<file path="src/rtl/fetch_unit.sv">
// Instruction fetch stage: PC register, req/ack instruction memory port, valid/ready decoder port.
// Optional macro FETCH_STALL_CNT_EN adds a saturating stall_cnt output.
module fetch_unit #(
  parameter int unsigned            ADDR_WIDTH = 32,
  parameter int unsigned            DATA_WIDTH = 32,
  parameter logic [ADDR_WIDTH-1:0]  RESET_PC   = '0,
  parameter int unsigned            PC_STEP    = 4
) (
  input  logic                  clk,
  input  logic                  rst_n,
  output logic                  mem_req,
  output logic [ADDR_WIDTH-1:0] mem_addr,
  input  logic                  mem_ack,
  input  logic [DATA_WIDTH-1:0] mem_rdata,
  output logic [DATA_WIDTH-1:0] instr,
  output logic [ADDR_WIDTH-1:0] instr_pc,
  output logic                  instr_valid,
  input  logic                  instr_ready,
  input  logic                  pc_src,
  input  logic [ADDR_WIDTH-1:0] imm_op,
`ifdef FETCH_STALL_CNT_EN
  output logic                  misalign_err,
  output logic [31:0]           stall_cnt
`else
  output logic                  misalign_err
`endif
);

  typedef enum logic [1:0] {
    IDLE  = 2'd0,
    FETCH = 2'd1,
    ISSUE = 2'd2
  } state_t;

  state_t                  r_state;
  state_t                  w_state_next;
  logic [ADDR_WIDTH-1:0]   r_pc;
  logic [DATA_WIDTH-1:0]   r_instr;
  logic [ADDR_WIDTH-1:0]   r_instr_pc;
  logic                    r_misalign;
  logic [ADDR_WIDTH-1:0]   w_target;
  logic [ADDR_WIDTH-1:0]   w_seq;
  logic                    w_accept;
  logic                    w_capture;

  assign w_target  = r_instr_pc + imm_op;
  assign w_seq     = r_instr_pc + ADDR_WIDTH'(PC_STEP);
  assign w_accept  = (r_state == ISSUE) && instr_ready;
  assign w_capture = (r_state == FETCH) && mem_ack;

  always_ff @(posedge clk or negedge rst_n) begin
    if (!rst_n) r_state <= IDLE;
    else        r_state <= w_state_next;
  end

  always_comb begin
    w_state_next = r_state;
    mem_req      = 1'b0;
    instr_valid  = 1'b0;
    case (r_state)
      IDLE:  w_state_next = FETCH;
      FETCH: begin
        mem_req = 1'b1;
        if (mem_ack) w_state_next = ISSUE;
      end
      ISSUE: begin
        instr_valid = 1'b1;
        if (instr_ready) w_state_next = FETCH;
      end
      default: w_state_next = IDLE;
    endcase
  end

  always_ff @(posedge clk or negedge rst_n) begin
    if (!rst_n) begin
      r_pc       <= RESET_PC;
      r_instr    <= '0;
      r_instr_pc <= RESET_PC;
      r_misalign <= 1'b0;
    end else begin
      if (w_capture) begin
        r_instr    <= mem_rdata;
        r_instr_pc <= r_pc;
      end
      if (w_accept) begin
        // Branch targets are word-aligned by dropping the low bits; the fault is remembered.
        if (pc_src) begin
          r_pc <= {w_target[ADDR_WIDTH-1:2], 2'b00};
          if (w_target[1:0] != 2'b00) r_misalign <= 1'b1;
        end else begin
          r_pc <= w_seq;
        end
      end
    end
  end

`ifdef FETCH_STALL_CNT_EN
  logic [31:0] r_stall_cnt;
  logic        w_stall;

  assign w_stall = ((r_state == FETCH) && !mem_ack) || ((r_state == ISSUE) && !instr_ready);

  always_ff @(posedge clk or negedge rst_n) begin
    if (!rst_n)                          r_stall_cnt <= '0;
    else if (w_stall && r_stall_cnt != '1) r_stall_cnt <= r_stall_cnt + 32'd1;
  end

  assign stall_cnt = r_stall_cnt;
`endif

  assign mem_addr     = r_pc;
  assign instr        = r_instr;
  assign instr_pc     = r_instr_pc;
  assign misalign_err = r_misalign;

endmodule

</file>
<file path="config.mk">
export PLATFORM = sky130hd
export DESIGN_NAME = fetch_unit
export DESIGN_NICKNAME = d
export VERILOG_FILES = /design/src/rtl/fetch_unit.sv
export SDC_FILE = /design/constraint.sdc
export NUM_CORES = 1
export LEC_CHECK = 0
export CORE_AREA = 2 2 165 167
export DETAILED_ROUTE_END_ITERATION = 10
export DIE_AREA = 0 0 167 169
export PLACE_DENSITY = 0.42
export RECOVER_POWER = 50
export SLEW_MARGIN = 15
export SYNTH_ARGS = -nofsm -noshare
export SYNTH_HDL_FRONTEND = slang
export SYNTH_SLANG_ARGS = --single-unit
</file>
<file path="constraint.sdc">
create_clock -name clk -period 4.65 [get_ports clk]
set_input_delay 0.465 -clock clk [delete_from_list [all_inputs] [get_ports clk]]
set_output_delay 0.465 -clock clk [all_outputs]
set_load 0.05 [all_outputs]
</file>
==> results of run 1 <==
-- placed cells by master, fill, tap and decap left out, types with 6 or more instances in the layout --
master and n:
and3_1 6, clkbuf_16 9, o21ai_0 39, a21oi_1 46
dlygate4sd3_1 14, nor3_1 6, xor2_1 20, dfrtp_1 99
a21o_1 15, mux2_2 64, a22oi_1 6, nor2_1 39
nand3_1 20, o211ai_1 8, o21a_1 6, o21bai_1 7
inv_1 13, xnor2_1 28, nand2_1 55, o31ai_1 6
nand4_1 18, clkdlybuf4s50_1 152, ha_1 32
-- cell families (layout without fill, tap and decap cells) --
kind of cell,after synthesis,count (layout),synth area share [%]
muxes,70,70,12.4
adders and majority gates,33,33,6.69
AOI/OAI and AO/OA,170,170,18.4
DFF,99,99,39.4
and+or+nand+nor,173,173,13.7
xor gates and xnor gates,48,48,6.69
buffers and inverters,43,201,2.67
-- flip-flops by register name, summed over array words and instances (netlist names) --
| register | flops |
|---|---|
| r_state | 2 |
| misalign_err | 1 |
| mem_addr | 32 |
| instr | 32 |
| instr_pc | 32 |
-- worst min path at each step --
stage / to / slack, ns / cells after the start
CTS: instr_pc[19]$_DFFE_PN0P_ / 0.25 / 1
global route: instr_pc[20]$_DFFE_PN0P_ / 0.27 / 1
detailed placement: misalign_err$_DFFE_PN0P_ / 0.47 / 1
floorplan: instr[0]$_DFFE_PN0P_ / 0.17 / 0
finish: instr_pc[20]$_DFFE_PN0P_ / 0.19 / 1
global placement: misalign_err$_DFFE_PN0P_ / 0.47 / 1
-- through the flow --
step	hold slack, ns	cells
after global routing	0.273	1135
after global placement	0.465	1119
final	0.189	1135
after CTS	0.246	1135
after detailed placement	0.467	1119
after floorplan	0.169	636
-- layer usage --
metal	part of all wire, %	GRT usage (%)	wire length [um]	up-vias
met1	46	19.0	9480	2598
met4	1.5	4.20	302	0
li1	-	-	-	2650
met2	46	23.7	9450	145
met5	0	0	0	-
met3	6.5	3.86	1330	20
-- area by class of cell --
| type | count | area [um^2] | area share (%) |
|---|---|---|---|
| inverters | 13 | 48.8 | 0.569 |
| repair buffers | 172 | 1700 | 19.8 |
| well taps | 341 | 427 | 4.97 |
| flip-flops and latches | 99 | 2480 | 28.9 |
| multi-input cells | 494 | 3640 | 42.4 |
| clock inverters | 7 | 65.1 | 0.758 |
| clock buffers | 9 | 225 | 2.62 |
-- critical path: stages --
cell             delay, ns
clkdlybuf4s50_1       0.40
ha_1                  0.22
fa_1                  0.42
a21o_1                0.22
a221oi_2              0.44
nor3_2                0.12
o211ai_1              0.33
a21oi_1               0.15
mux2i_1               0.16
o41ai_2               0.34
-- power by group --
group	switching [W]	internal [W]	total [W]
Clock	0.000392	0.000379	0.000771
Sequential	0.000432	0.00125	0.00168
Combinational	0.00263	0.00157	0.00420
==> summary.md, run 1 <==
| Metric | Value |
|---|---|
| Status | complete, but fails checks |
| Violations in the final reports | max-capacitance violations, max-slew violations |
| Startpoint Class | input pin |
| Number of cell rows | 60 |
| RSZ-0062 raised after global routing | no |
| Final clock period utilization by the worst path | 64.6% |
| Maximum clock skew at final layout | 0.00855 ns |
| Netlist Area Pre-Place | 0.00629 mm^2 |
| Normalized max-slew margin | -49.2% |
| Input/output buffers | 167 |
| Horizontal die dimension | 167 um |
| Terminus of the critical flop-to-flop path | mem_addr[28]$_DFFE_PN0P_ |
| CTS max path bufs | 2 |
| Setup TNS | 0 ns |
| Number of enable flip-flop cells after synthesis | 0 |
| Arrival time at the worst endpoint | 3.26 ns |
| Hold Buf Count CTS | 0 |
| Top cell type by total area after synthesis | dfrtp_1 |
| Distinct cells, synth | 64 |
| DRC violations left | 0 |
| Via count | 5,413 |
| Aggregate routed wire length | 20,600 um |
| Area growth from synthesis to final layout | 36.5% |
| Post-Place Cell Area | 0.00830 mm^2 |
| Sequential-to-total area share from yosys stat | 39.4% |
| Share of Yosys cell area claimed by the top area cell type | 39.4% |
| All-Layer GR Usage | 14.6% |
| Effective utilization at floorplan | 23.7% |
| Post-CTS repair timing setup buffer count | 0 |
| Post-detailed-route via-to-cell ratio | 4.77 |
| Final worst setup slack | 1.65 ns |
| Minimum clock period after layout | 3.00 ns |
| Start-to-end type of the worst setup path | input pin to register |
| Critical Path End Type | register |
| H-tree Lvls | 3 |
| Resized Gates After CTS | 0 |
| Proportion of synthesized flip-flops having asynchronous set or reset | 100% |
| Peak fanout along the critical path | 4 |
| Total chip power | 0.00666 W |
| Num ports | 168 |
| Crit path capture | mem_addr[28]$_DFFE_PN0P_ |
| Die Outline Area | 0.0282 mm^2 |
| Top_reg_cell synth | dfrtp_1 |
| Antenna violations before repair | 0 |
| Post-route ant nets | 0 |
| Number of detailed-route iterations in the first pass | 5 |
| Critical path origin | imm_op[0] |
| Average routed wire per standard cell | 18.1 um |
| Root Buffer | clkbuf_16 |
| Worst setup slack for register-to-register paths | 1.68 ns |
| Initial DRC Count | 274 |
| Warning count from the yosys run | 0 |
| Number of synthesized register bits | 99 |
| Count of mapped cells out of synthesis | 636 |
| Post-synthesis net count | 738 |
| Static power due to leakage | 3.46 nW |
| ANT cells | 0 |
| Largest net degree at the start of global routing | 63 |
| Final hold violation count | 0 |
| Fraction of final layout cells with drive strength greater than 1 | 12.5% |
| Global route total overflow | 0 |
| Number of sinks on the clock net | 99 |
| Depth of the most critical reg-to-reg path | 9 |
| Leading cell types by total area after synthesis | dfrtp_1 39%, mux2_2 11%, ha_1 6.4%, xnor2_1 3.9%, a21oi_1 3.7% |
| Total number of nets in the final design | 891 |
| Minimum setup slack after placement | 1.29 ns |
| Vias in the first global route | 5,568 |
| Class of the most critical hold timing path | input pin to asynchronous set/reset pin |
| Top cells by count, synth | 99 x dfrtp_1, 64 x mux2_2, 55 x nand2_1, 46 x a21oi_1 |
| Reported max-cap violation count | 1 |
| Placeable core area | 0.0265 mm^2 |
| Layout Cell Area excl Fill | 0.00858 mm^2 |
| Routability Congestion | 0.843 |
| Clock insertion delay at the later pin of the skew report | 0.36 ns |
| Mean post-synth cell area | 9.88 um^2 |
| Core utilization of the finished layout | 32.4% |
| Total CTS buffers | 9 |
| First-pass GRT wire length | 32,300 um |
| CP required | 4.91 ns |
| Final max-slew violation count | 39 |
| Number of failing setup endpoints in the final timing report | 0 |
| Max Fclk | 333 MHz |
| Actual transition at the worst max-transition pin | 2.24 ns |
| Fill cells | 2,734 |
| Dominant cell by count in the synthesized netlist | dfrtp_1 |
| Worst r2r src | instr_pc[0]$_DFFE_PN0P_ |
| Die boundary height | 169 um |
| Worst ir drop on vdd | 0.317 mV |
| DP HPWL | 15,500 um |
| Clock tree from TritonCTS | built |
| Clock-pin slew reported for the worst setup and hold paths after clock tree synthesis | 0.08 ns |
| Power per cell area | 776 mW/mm^2 |
No activity file was read; power rests on OpenSTA's default activity.
==> run 2: changes to the inputs <==
--- a/config.mk
+++ b/config.mk
@@ -8,7 +8,7 @@
 export CORE_AREA = 2 2 165 167
 export DETAILED_ROUTE_END_ITERATION = 10
 export DIE_AREA = 0 0 167 169
-export PLACE_DENSITY = 0.42
+export PLACE_DENSITY = 0.44
 export RECOVER_POWER = 50
 export SLEW_MARGIN = 15
 export SYNTH_ARGS = -nofsm -noshare
==> constraint.sdc (replaced) <==
create_clock -name clk -period 2.5 [get_ports clk]
set_input_delay 0.25 -clock clk [delete_from_list [all_inputs] [get_ports clk]]
set_output_delay 0.25 -clock clk [all_outputs]
set_load 0.05 [all_outputs]
==> summary.md, run 2 (synthesized netlist as in run 1, its figures left out) <==
| Metric | Value |
|---|---|
| Status | complete, but fails checks |
| Violations in the final reports | negative setup slack |
| Worst ir drop on vdd | 0.698 mV (+120%) |
| Clock-pin slew reported for the worst setup and hold paths after clock tree synthesis | 0.09 ns (about the same) |
| Number of failing setup endpoints in the final timing report | 2 (+2) |
| Start-to-end type of the worst setup path | register to register |
| First-pass GRT wire length | 34,100 um (+5.4%) |
| Root Buffer | clkbuf_16 |
| Total CTS buffers | 9 (unchanged) |
| Antenna violations before repair | 0 (unchanged) |
| Hold Startpoint | r_state[1]$_DFFE_PN0P_ |
| Area growth from synthesis to final layout | 54.5% |
| Reported max-cap violation count | 0 (-1) |
| Crit path cell chain | ha_4 -> fa_2 -> a21o_1 -> a221oi_4 -> buf_6 -> o31ai_4 -> o211ai_1 -> nand2_1 -> xor2_1 -> a31o_2 |
| Clock insertion delay at the later pin of the skew report | 0.37 ns (about the same) |
| Non-filler cells in the finished layout | 1,241 (+9.3%) |
| Initial DRC Count | 235 (-14%) |
| WP depth | 10 (unchanged) |
| Power per cell area | 1420 mW/mm^2 (+83%) |
| Core utilization of the finished layout | 36.6% (+4.3 points) |
| Critical Path End Type | register |
| Crit path max-delay family | compound AO/OA/AOI/OAI gates |
| Number of detailed-route iterations in the first pass | 4 (-1) |
| Hold Path End | r_state[0]$_DFFE_PN0P_ |
| Fraction of final layout cells with drive strength greater than 1 | 27.6% (+15 points) |
| Setup TNS | -0.0270 ns (-0.0270 ns) |
| Depth of the most critical reg-to-reg path | 10 (+1) |
| Global route total overflow | 0 (unchanged) |
| H-tree Lvls | 3 (unchanged) |
| Terminus of the critical flop-to-flop path | mem_addr[22]$_DFFE_PN0P_ |
| Worst setup slack for register-to-register paths | -0.02 ns (-1.70 ns) |
| Routability Congestion | 0.829 (-1.8%) |
| Startpoint Class | register |
| Total number of nets in the final design | 997 (+12%) |
| Effective utilization at floorplan | 23.7% (unchanged) |
| Horizontal die dimension | 167 um (unchanged) |
| Final hold violation count | 0 (unchanged) |
| Maximum clock skew at final layout | 0.0113 ns (+0.00277 ns) |
| Arrival time at the worst endpoint | 2.78 ns (-0.48 ns) |
| Number of cell rows | 60 (unchanged) |
| Post-route ant nets | 0 (unchanged) |
| Via count | 5,831 (+7.7%) |
| Class of the most critical hold timing path | register to register |
| Die Outline Area | 0.0282 mm^2 (unchanged) |
| Average routed wire per standard cell | 17.9 um (-1.5%) |
| Cell depth of the worst min-delay path | 1 |
| Slowest stage cell, crit path | dfrtp_2 |
| Most used cells in the layout excluding fill and tap cells | 166 x clkdlybuf4s50_1, 101 x buf_4, 88 x dfrtp_1, 64 x mux2_2, 53 x nand2_1 |
| Vias in the first global route | 5,856 (+5.2%) |
| Die boundary height | 169 um (unchanged) |
| Max Fclk | 397 MHz |
| Fill cells | 2,742 (+0.29%) |
| Most common library cell in the layout ignoring fill and taps | clkdlybuf4s50_1 |
| Aggregate routed wire length | 22,200 um (+7.7%) |
| ANT cells | 0 (unchanged) |
| Minimum setup slack after placement | -0.418 ns (-1.71 ns) |
| CP required | 2.76 ns (-2.15 ns) |
| Post-Place Cell Area | 0.00916 mm^2 (+10%) |
| DRC violations left | 0 (unchanged) |
| Minimum clock period after layout | 2.52 ns |
| Normalized max-slew margin | 30.5% (+80 points) |
| Placeable core area | 0.0265 mm^2 (unchanged) |
| Peak fanout along the critical path | 2 (-2) |
| Worst r2r src | instr_pc[0]$_DFFE_PN0P_ |
| CTS max path bufs | 2 (unchanged) |
| RSZ-0062 raised after global routing | yes |
| Static power due to leakage | 4.00 nW (+16%) |
| Critical path buffer and inverter count | 1 (unchanged) |
| Input/output buffers | 167 (unchanged) |
| Slowest cell delay on critical path | 0.45 ns (about the same) |
| Post-detailed-route via-to-cell ratio | 4.70 (-1.5%) |
| Clock tree from TritonCTS | built |
| Largest net degree at the start of global routing | 42 (-33%) |
| Instance count after placement with tap cells included | 1,216 (+8.7%) |
| DP HPWL | 16,900 um (+8.9%) |
| Number of sinks on the clock net | 99 (unchanged) |
| Layout Cell Area excl Fill | 0.00971 mm^2 (+13%) |
| All-Layer GR Usage | 15.5% (+0.95 points) |
| Num ports | 168 (unchanged) |
| Final clock period utilization by the worst path | 101% |
| Final worst setup slack | -0.0206 ns (-1.67 ns) |
| Actual transition at the worst max-transition pin | 1.04 ns (-1.20 ns) |
| Final max-slew violation count | 0 (-100%) |
==> run 2: cell count changes in the layout (fill, tap and decap cells not counted), sizes merged <==
cell and delta:
buf +101, clkbuf +4, clkdlybuf4s50 +14, clkinv +3, clkinvlp -1, dlygate4sd3 -13, inv -2
==> run 2: per-stage QoR <==
| stage | total power [W] | hold WS [ns] |
|---|---|---|
| 3_5_place_dp | 0.0120 | 0.239 |
| 4_1_cts | 0.0136 | 0.368 |
| 5_1_grt | 0.0146 | 0.466 |
| 3_3_place_gp | 0.0120 | 0.241 |
| 2_1_floorplan | 0.00852 | -0.0456 |
| 6_report | 0.0138 | 0.478 |
==> run 2: report_power, final <==
| group | switching (W) | internal, W |
|---|---|---|
| Combinational | 0.00546 | 0.00383 |
| Clock | 0.000809 | 0.000727 |
| Sequential | 0.000602 | 0.00234 |
| Total | 0.00687 | 0.00690 |
==> run 2: routing by layer <==
| layer | global-route usage [%] | up-vias | wire, um |
|---|---|---|---|
| met5 | 0 | - | 0 |
| met4 | 4.09 | 0 | 291 |
| met3 | 3.30 | 18 | 1170 |
| met2 | 24.0 | 135 | 9870 |
| met1 | 21.9 | 2812 | 10800 |
| li1 | - | 2866 | - |
==> run 2: worst max-delay path by stage <==
stage                                       start                  endpoint  slack, ns
after floorplan           instr_pc[0]$_DFFE_PN0P_  mem_addr[30]$_DFFE_PN0P_      0.002
after global placement                  imm_op[0]  mem_addr[30]$_DFFE_PN0P_      -0.34
after detailed placement                imm_op[0]  mem_addr[30]$_DFFE_PN0P_      -0.42
after CTS                 instr_pc[0]$_DFFE_PN0P_  mem_addr[22]$_DFFE_PN0P_      -0.02
after global routing      instr_pc[0]$_DFFE_PN0P_  mem_addr[30]$_DFFE_PN0P_      -0.12
final                     instr_pc[0]$_DFFE_PN0P_  mem_addr[22]$_DFFE_PN0P_      -0.02
==> run 2: area by class of cell <==
| type | count | area, um^2 | share of cell area [%] |
|---|---|---|---|
| tap | 341 | 427 | 4.39 |
| sequential | 99 | 2490 | 25.7 |
| multi-input combinational | 494 | 3920 | 40.4 |
| clock buffer | 9 | 225 | 2.32 |
| clock inverter | 7 | 91.3 | 0.940 |
| inverter | 13 | 48.8 | 0.502 |
| timing repair buffer | 278 | 2510 | 25.8 |
==> run 2: what timing repair did <==
item | in CTS | in global routing
pin swaps | 13 | 25
endpoints found under the hold margin | 30 | 0
hold buffers | 1 | 0
endpoints found under the setup margin | 7 | 20
setup buffers | 2 | 6
resized for setup | 1 | 39
==> run 3: changes to the inputs <==
--- a/config.mk
+++ b/config.mk
@@ -8,6 +8,7 @@
 export CORE_AREA = 2 2 165 167
 export DETAILED_ROUTE_END_ITERATION = 10
 export DIE_AREA = 0 0 167 169
+export HOLD_SLACK_MARGIN = 0.02
 export PLACE_DENSITY = 0.44
 export RECOVER_POWER = 50
 export SLEW_MARGIN = 15
==> results of run 3 <==
No change in the layout: final DEF, timing and power equal those of run 2.
